$ cat src/rtl/regfile_write_scheduler.sv
// Write-port controller for the register file: long-latency busy scoreboard
// with issue hazard stall, plus ALU/long-unit write arbitration with anti-starvation.
module regfile_write_scheduler #(
  parameter int NUM_REGS     = 32,
  parameter int ADDR_W       = 5,
  parameter int DATA_W       = 32,
  parameter int STARVE_LIMIT = 3
) (
  input  logic                clk,
  input  logic                rst_n,
  // decode / issue
  input  logic                issue_valid,
  input  logic [ADDR_W-1:0]   issue_rs,
  input  logic [ADDR_W-1:0]   issue_rt,
  input  logic                issue_uses_rt,
  input  logic [ADDR_W-1:0]   issue_rd,
  input  logic                issue_long,
  output logic                issue_stall,
  // in-order ALU writeback
  input  logic                alu_wb_valid,
  input  logic [ADDR_W-1:0]   alu_wb_reg,
  input  logic [DATA_W-1:0]   alu_wb_data,
  output logic                alu_wb_ready,
  // long-latency unit writeback
  input  logic                long_wb_valid,
  input  logic [ADDR_W-1:0]   long_wb_reg,
  input  logic [DATA_W-1:0]   long_wb_data,
  output logic                long_wb_ready,
  // register file write port
  output logic                rf_write_enable,
  output logic [ADDR_W-1:0]   rf_write_reg,
  output logic [DATA_W-1:0]   rf_write_data,
  output logic [NUM_REGS-1:0] busy_vec
);

  typedef enum logic [1:0] {
    SRC_NONE = 2'd0,
    SRC_ALU  = 2'd1,
    SRC_LONG = 2'd2
  } wb_src_e;

  localparam logic [3:0] STARVE_MAX = 4'hF;
  localparam logic [3:0] STARVE_LIM = 4'(STARVE_LIMIT);

  logic [NUM_REGS-1:0] busy_q, busy_d;
  logic [3:0]          starve_cnt_q, starve_cnt_d;
  wb_src_e             grant_src;
  logic                force_long;
  logic                rs_hazard, rt_hazard, rd_hazard;
  logic                issue_accept;
  logic [ADDR_W-1:0]   wb_reg;
  logic [DATA_W-1:0]   wb_data;

  // ---------------------------------------------------------------------------
  // Hazard detection against the registered scoreboard only; a clear landing
  // this cycle is deliberately not bypassed, so release lags the grant by one.
  // ---------------------------------------------------------------------------
  assign rs_hazard    = busy_q[issue_rs];
  assign rt_hazard    = issue_uses_rt && busy_q[issue_rt];
  assign rd_hazard    = busy_q[issue_rd];
  assign issue_stall  = issue_valid && (rs_hazard || rt_hazard || rd_hazard);
  assign issue_accept = issue_valid && !issue_stall && issue_long
                        && (issue_rd != '0);

  // ---------------------------------------------------------------------------
  // Arbitration: ALU has fixed priority unless the long request has been
  // passed over STARVE_LIMIT times in a row.
  // ---------------------------------------------------------------------------
  assign force_long = (starve_cnt_q >= STARVE_LIM);

  always_comb begin
    // NOTE: every always_comb output is given a default first so no path
    // through the block can infer a latch.
    grant_src = SRC_NONE;
    wb_reg    = alu_wb_reg;
    wb_data   = alu_wb_data;
    if (long_wb_valid && (force_long || !alu_wb_valid)) begin
      grant_src = SRC_LONG;
      wb_reg    = long_wb_reg;
      wb_data   = long_wb_data;
    end else if (alu_wb_valid) begin
      grant_src = SRC_ALU;
    end
  end

  assign alu_wb_ready  = (grant_src == SRC_ALU);
  assign long_wb_ready = (grant_src == SRC_LONG);

  // Starvation counter only measures an uninterrupted run of lost cycles.
  always_comb begin
    starve_cnt_d = starve_cnt_q;
    if (!long_wb_valid || (grant_src == SRC_LONG)) begin
      starve_cnt_d = '0;
    end else if ((grant_src == SRC_ALU) && (starve_cnt_q != STARVE_MAX)) begin
      starve_cnt_d = starve_cnt_q + 4'd1;
    end
  end

  // ---------------------------------------------------------------------------
  // Scoreboard update. A same-index set and clear cannot both be legal since
  // a busy rd stalls issue; different indices both take effect.
  // ---------------------------------------------------------------------------
  always_comb begin
    busy_d = busy_q;
    if (issue_accept) begin
      busy_d[issue_rd] = 1'b1;
    end
    if (grant_src == SRC_LONG) begin
      busy_d[long_wb_reg] = 1'b0;
    end
    busy_d[0] = 1'b0;
  end

  // ---------------------------------------------------------------------------
  // State registers
  // ---------------------------------------------------------------------------
  always_ff @(posedge clk or negedge rst_n) begin
    // NOTE: the scoreboard is flops, not RAM, and must be reset: a stale busy
    // bit after reset would stall issue forever since no writeback will clear it.
    if (!rst_n) begin
      busy_q       <= '0;
      starve_cnt_q <= '0;
    end else begin
      // NOTE: non-blocking assignments so every flop samples pre-edge values.
      busy_q       <= busy_d;
      starve_cnt_q <= starve_cnt_d;
    end
  end

  // Write port: one-cycle registered latency; reg/data hold when idle.
  always_ff @(posedge clk or negedge rst_n) begin
    if (!rst_n) begin
      rf_write_enable <= 1'b0;
      rf_write_reg    <= '0;
      rf_write_data   <= '0;
    end else if (grant_src != SRC_NONE) begin
      rf_write_enable <= (wb_reg != '0);
      rf_write_reg    <= wb_reg;
      rf_write_data   <= wb_data;
    end else begin
      rf_write_enable <= 1'b0;
    end
  end

  assign busy_vec = busy_q;

endmodule

$ cat config.mk
export PLATFORM = sky130hd
export DESIGN_NAME = regfile_write_scheduler
export DESIGN_NICKNAME = d
export VERILOG_FILES = /design/src/rtl/regfile_write_scheduler.sv
export SDC_FILE = /design/constraint.sdc
export NUM_CORES = 1
export LEC_CHECK = 0
export ABC_CLOCK_PERIOD_IN_PS = 6400
export CAP_MARGIN = 15
export CORE_MARGIN = 1
export CORE_UTILIZATION = 48
export DETAILED_ROUTE_END_ITERATION = 10
export PLACE_DENSITY_LB_ADDON = 0.12
export SETUP_SLACK_MARGIN = 0.02
export SLEW_MARGIN = 0
export SYNTH_ARGS = -nofsm -noshare
export SYNTH_HDL_FRONTEND = slang
export SYNTH_SLANG_ARGS = --single-unit
$ cat constraint.sdc
create_clock -name clk -period 6.4 [get_ports clk]
set_input_delay 0.96 -clock clk [delete_from_list [all_inputs] [get_ports clk]]
set_output_delay 0.96 -clock clk [all_outputs]
set_load 0.005 [all_outputs]
**Yosys cells after proc, flatten, opt, wreduce, memory -nomap -nowiden**

Index checks and enable logic that the tools add are counted.
Widths: inputs -> output; s select.

- $add $sub $neg: 1
- Magnitude comparators: 7
- Eq/ne operators: 3
- Muxes and demuxes: 19
- Bitwise operators: 3
- Reductions and logical operators: 20

Operators with widths:

| cell | count |
|---|---|
| $mux 32 | 3 |
| $and 32x32->32 | 1 |
| $not 32->32 | 1 |
| $or 32x32->32 | 1 |
| $lt 5x6->1 const B | 4 |
| $bmux 1 s5 | 3 |
| $demux 1 s5 | 2 |
| $ge 5x1->1 const B | 2 |
| $reduce_bool 5->1 | 2 |
| $logic_and 1x1->1 | 9 |
| $mux 4 | 2 |
| $mux 1 | 7 |
| $mux 5 | 1 |
| $add 4x1->4 const B | 1 |
| $ge 4x2->1 const B | 1 |
| $logic_or 1x1->1 | 4 |
| $ne 4x4->1 const B | 1 |
| $reduce_bool 2->1 | 2 |
| $logic_not 1->1 | 3 |
| $eq 2x1->1 const B | 1 |
| $eq 2x2->1 const B | 1 |
| $mux 2 | 1 |

- Register bits after elaboration: 73
- Bits of input ports: 96
- Output and inout bits: 73

**Longest topological paths before layout**

- Word-level depth: 13
- Depth in mapped cells: 10
- Mapped depth without buffers: 9

**Worst setup path after synthesis**

No wires, ideal clock.

- Kind: input to output
- Start: input port issue_rt[0]
- End: output port issue_stall
- Data arrival time: 2.592 ns
- Data required time: 5.440 ns
- Path slack: 2.848 ns
- Stages on the path: 7
- Cell sequence: buf_6 > mux4_2 > nor3b_1 > o21a_1 > a2111oi_1 > a311oi_4 > a21boi_0

- Longest elaborated chain between the ends: 6

RTL lines:

| item | RTL line | text |
|---|---|---|
| start, declared | 14 | `input logic [ADDR_W-1:0] issue_rt,` |
| $bmux 1 s5 | 59 | `assign rt_hazard = issue_uses_rt && busy_q[issue_rt];` |
| $mux 1 (not written as such) | 59 |  |
| $logic_and 1x1->1 | 59 |  |
| $logic_or 1x1->1 (2 in a row) | 61 | `assign issue_stall = issue_valid && (rs_hazard \|\| rt_hazard \|\| rd_hazard);` |
| $logic_and 1x1->1 | 61 |  |
| end, declared | 18 | `output logic issue_stall,` |

Every way passes these cells. The select of a mux whose other input is x is not followed.

**Worst setup path in the final report**

- Start: input port issue_rd[1]
- End: output port issue_stall

- Longest elaborated chain between the ends: 4

RTL lines:

| item | RTL line | text |
|---|---|---|
| start, declared | 16 | `input logic [ADDR_W-1:0] issue_rd,` |
| $bmux 1 s5 | 60 | `assign rd_hazard = busy_q[issue_rd];` |
| $mux 1 (not written as such) | 60 |  |
| $logic_or 1x1->1 | 61 |  |
| $logic_and 1x1->1 | 61 |  |

Every way passes these cells. The select of a mux whose other input is x is not followed.

==> flow_summary.ini <==
[final_layout]
largest_reg_flops = 32
drive_gt1_share_pct = 6.67
ff_latch_area_sq_um = 1830
areaGrowthSynthToFinish_pct = 41.9
nets = 708
n_fill_cell = 695
num_antenna_cells = 0
final_cells = 723
multiInputGateArea_sq_um = 2290
final_area_sq_um = 6250

[cts]
cts_setup_buffers = 0
cts_buffers = 9
clkTransAtPathRegs_ns = 0.07
cts-htree-levels = 3
cts_sinks = 73
cts.path.max_buffers = 2
cts_root_buf = clkbuf_8
tritoncts = built
postCtsHoldBufs = 0
clock_latency_ns = 0.36
cts_resized = 0

[floorplanning]
die_area_sq_um = 9560
core_region_area_sq_um = 8810
die_y_microns = 97.8
num_rows = 34
start_util_pct = 50.0
fp.dieW_microns = 97.8
io_pins = 169

[worst_setup_path]
required_ns = 5.44
r2r_start = busy_vec[4]$_DFF_PN0_
worstPathMaxFanout = 26
cp.arrival_ns = 4.14
path_class = in -> out
reg2regPathDepth = 7
end_kind = output pin
cp-startpoint = issue_rd[1]
start_kind = input port

[sta]
slew_headroom_pct = 23.7
fin_crit_sh_pct = 79.7
rsz0062_at_grt = false
hold_viol_final = 0
period_needed_ns = 5.10
skew_ns = 0.0196
max_freq_mhz = 196
setup_viol = 0
slew_violations = 0
fin_setup_tns_ns = 0
worst_slew_pin_slew_ns = 1.14

[yosys]
ys_ff_latch = 73
syn_area_sq_um = 4400
synth_top_family_by_area = multiplexers
synth_compound_area_share_pct = 17.5
avgSynthCellArea_sq_um = 9.55
synthFlopType = dfrtp_1
yosys_warnings = 0
synthAdderAreaFrac_pct = 0.284
synthCells = 461
synthMuxAreaShare_pct = 17.6
synth.yosys.seq_area_share_pct = 41.5
synth_top_area_share_pct = 41.5
synth_edf_count = 0
synthDistinctLibCells = 54
synthArstFlopShare_pct = 100
yosys.area_share.simple_pct = 16.5
synthTopCellsByArea = dfrtp_1 42%, mux2i_1 11%, o21ai_0 5.7%
synth_top_cell_by_area = dfrtp_1
synthXorXnorAreaFrac_pct = 0
synth_most_common_cell = dfrtp_1
synth_common_cells = 73 x dfrtp_1, 56 x nand2_1, 50 x o21ai_0

[global_route]
grt_pass1_vias = 4464
overflow = 0
grt_pass1_wl_mm = 22.9
grt_max_degree = 79
grt_usage_pct = 30.6
antenna_found_initial = 0

[placed_design]
gp_congestion = 0.891
place_area_sq_um = 6070
portBuffers = 167
dpl.cell_count = 708
dp_hpwl_mm = 10.1

[routing]
wl_met3_mm = 1.28
ant_nets = 0
routed_wl_mm = 13.9
avgViaCountPerCell = 6.06
wl_met2_mm = 6.73
drt_iter0_markers = 290
drtPass1Iterations = 8
route.top_layer_used = met4
vias = 4379
drc = 16
wl_per_cell_microns = 19.3
wl_met1_mm = 5.38

[power_and_ir_drop]
max-vdd-ir-drop_v = 0.000103
power.leakage_nw = 2.52
power_density_nw_per_um2 = 174

[min_path]
hold_start = starve_cnt_q[0]$_DFFE_PN0P_
holdCritPathClass = reg -> reg
whs_path_depth = 1

[status]
outcome = finished, violations left
violations = DRC

[run]
cap_violations = 0
[metal layers]
metal / GRT usage, % / vias up
li1: - / 1967
met1: 37.3 / 2088
met2: 49.7 / 271
met3: 9.52 / 53
met4: 14.3 / 0
met5: 0 / -
[cell families after synthesis]
| group | Yosys count |
|---|---|
| fa+ha+maj | 1 |
| flops | 73 |
| other cells | 1 |
| buf+inv | 69 |
| simple gates | 144 |
| mux | 63 |
| compound gates | 110 |
[through the flow]
stage | hold WS (ns) | setup slack [ns] | util (%) | power [W]
4_1_cts | 0.437 | 1.35 | 70.9 | 0.00109
2_1_floorplan | 0.406 | 2.85 | - | 0.000611
3_5_place_dp | 0.427 | 1.35 | 69.0 | 0.000761
3_3_place_gp | 0.416 | 1.40 | 69.0 | 0.000755
6_report | 0.436 | 1.30 | 70.9 | 0.00109
5_1_grt | 0.449 | 1.13 | 70.9 | 0.00114
[power by group]
| part | total (W) | internal (W) | switching, W |
|---|---|---|---|
| logic | 0.000248 | 0.000138 | 0.000110 |
| clock network | 0.000333 | 0.000161 | 0.000172 |
| registers | 0.000507 | 0.000489 | 0.0000179 |
| total | 0.00109 | 0.000787 | 0.000300 |
[worst paths after layout]
| path | end | slack (ns) |
|---|---|---|
| max reg2reg | busy_vec[6]$_DFF_PN0_ | 3.53 |
| min | starve_cnt_q[0]$_DFFE_PN0P_ | 0.44 |
| max | issue_stall | 1.30 |
| min in group asynchronous | busy_vec[18]$_DFF_PN0_ | 0.72 |
| min reg2reg | starve_cnt_q[0]$_DFFE_PN0P_ | 0.44 |
| max in group asynchronous | busy_vec[11]$_DFF_PN0_ | 5.03 |
[placed cells by master, fill, tap and decap left out, types with 2 or more instances in the layout]
cell type,netlist,layout
clkbuf_8,0,11
a221oi_1,28,28
nand4b_4,2,2
mux2_2,3,3
o21ai_0,50,50
nor3b_1,5,5
conb_1,1,3
mux2i_1,48,48
nand4_4,2,2
dfrtp_1,73,73
and3_1,4,4
nor2b_1,2,2
o32a_1,2,2
o32ai_1,2,2
nor4b_1,3,3
nor2_1,45,45
o41ai_1,2,2
clkbuf_1,23,2
nand3_1,6,6
clkdlybuf4s50_1,0,165
mux4_2,11,11
buf_4,1,3
inv_1,37,36
nand2_1,56,56
a31oi_1,2,2
nand4_1,2,2
and2_1,4,4
nor3_1,4,4
and3b_1,2,2
a21oi_1,10,10
[cell type report]
cell class              instances  share of cell area (%)
clock buffers                  13                    2.54
clock inverters                 2                   0.220
inverters                      37                    2.22
multi-input cells             321                    36.7
flip-flops and latches         73                    29.2
well taps                     108                    2.16
repair buffers                169                    26.9
[critical path, cell delays in order]
cell and delay, ns:
clkdlybuf4s50_1 1.23, mux2_2 0.42, nand4_1 0.09, a31o_2 0.17, nand4_1 0.15, a211oi_4 0.46
a21boi_0 0.17, clkdlybuf4s50_1 0.48
Note: power is estimated with default switching activity, not from simulation.
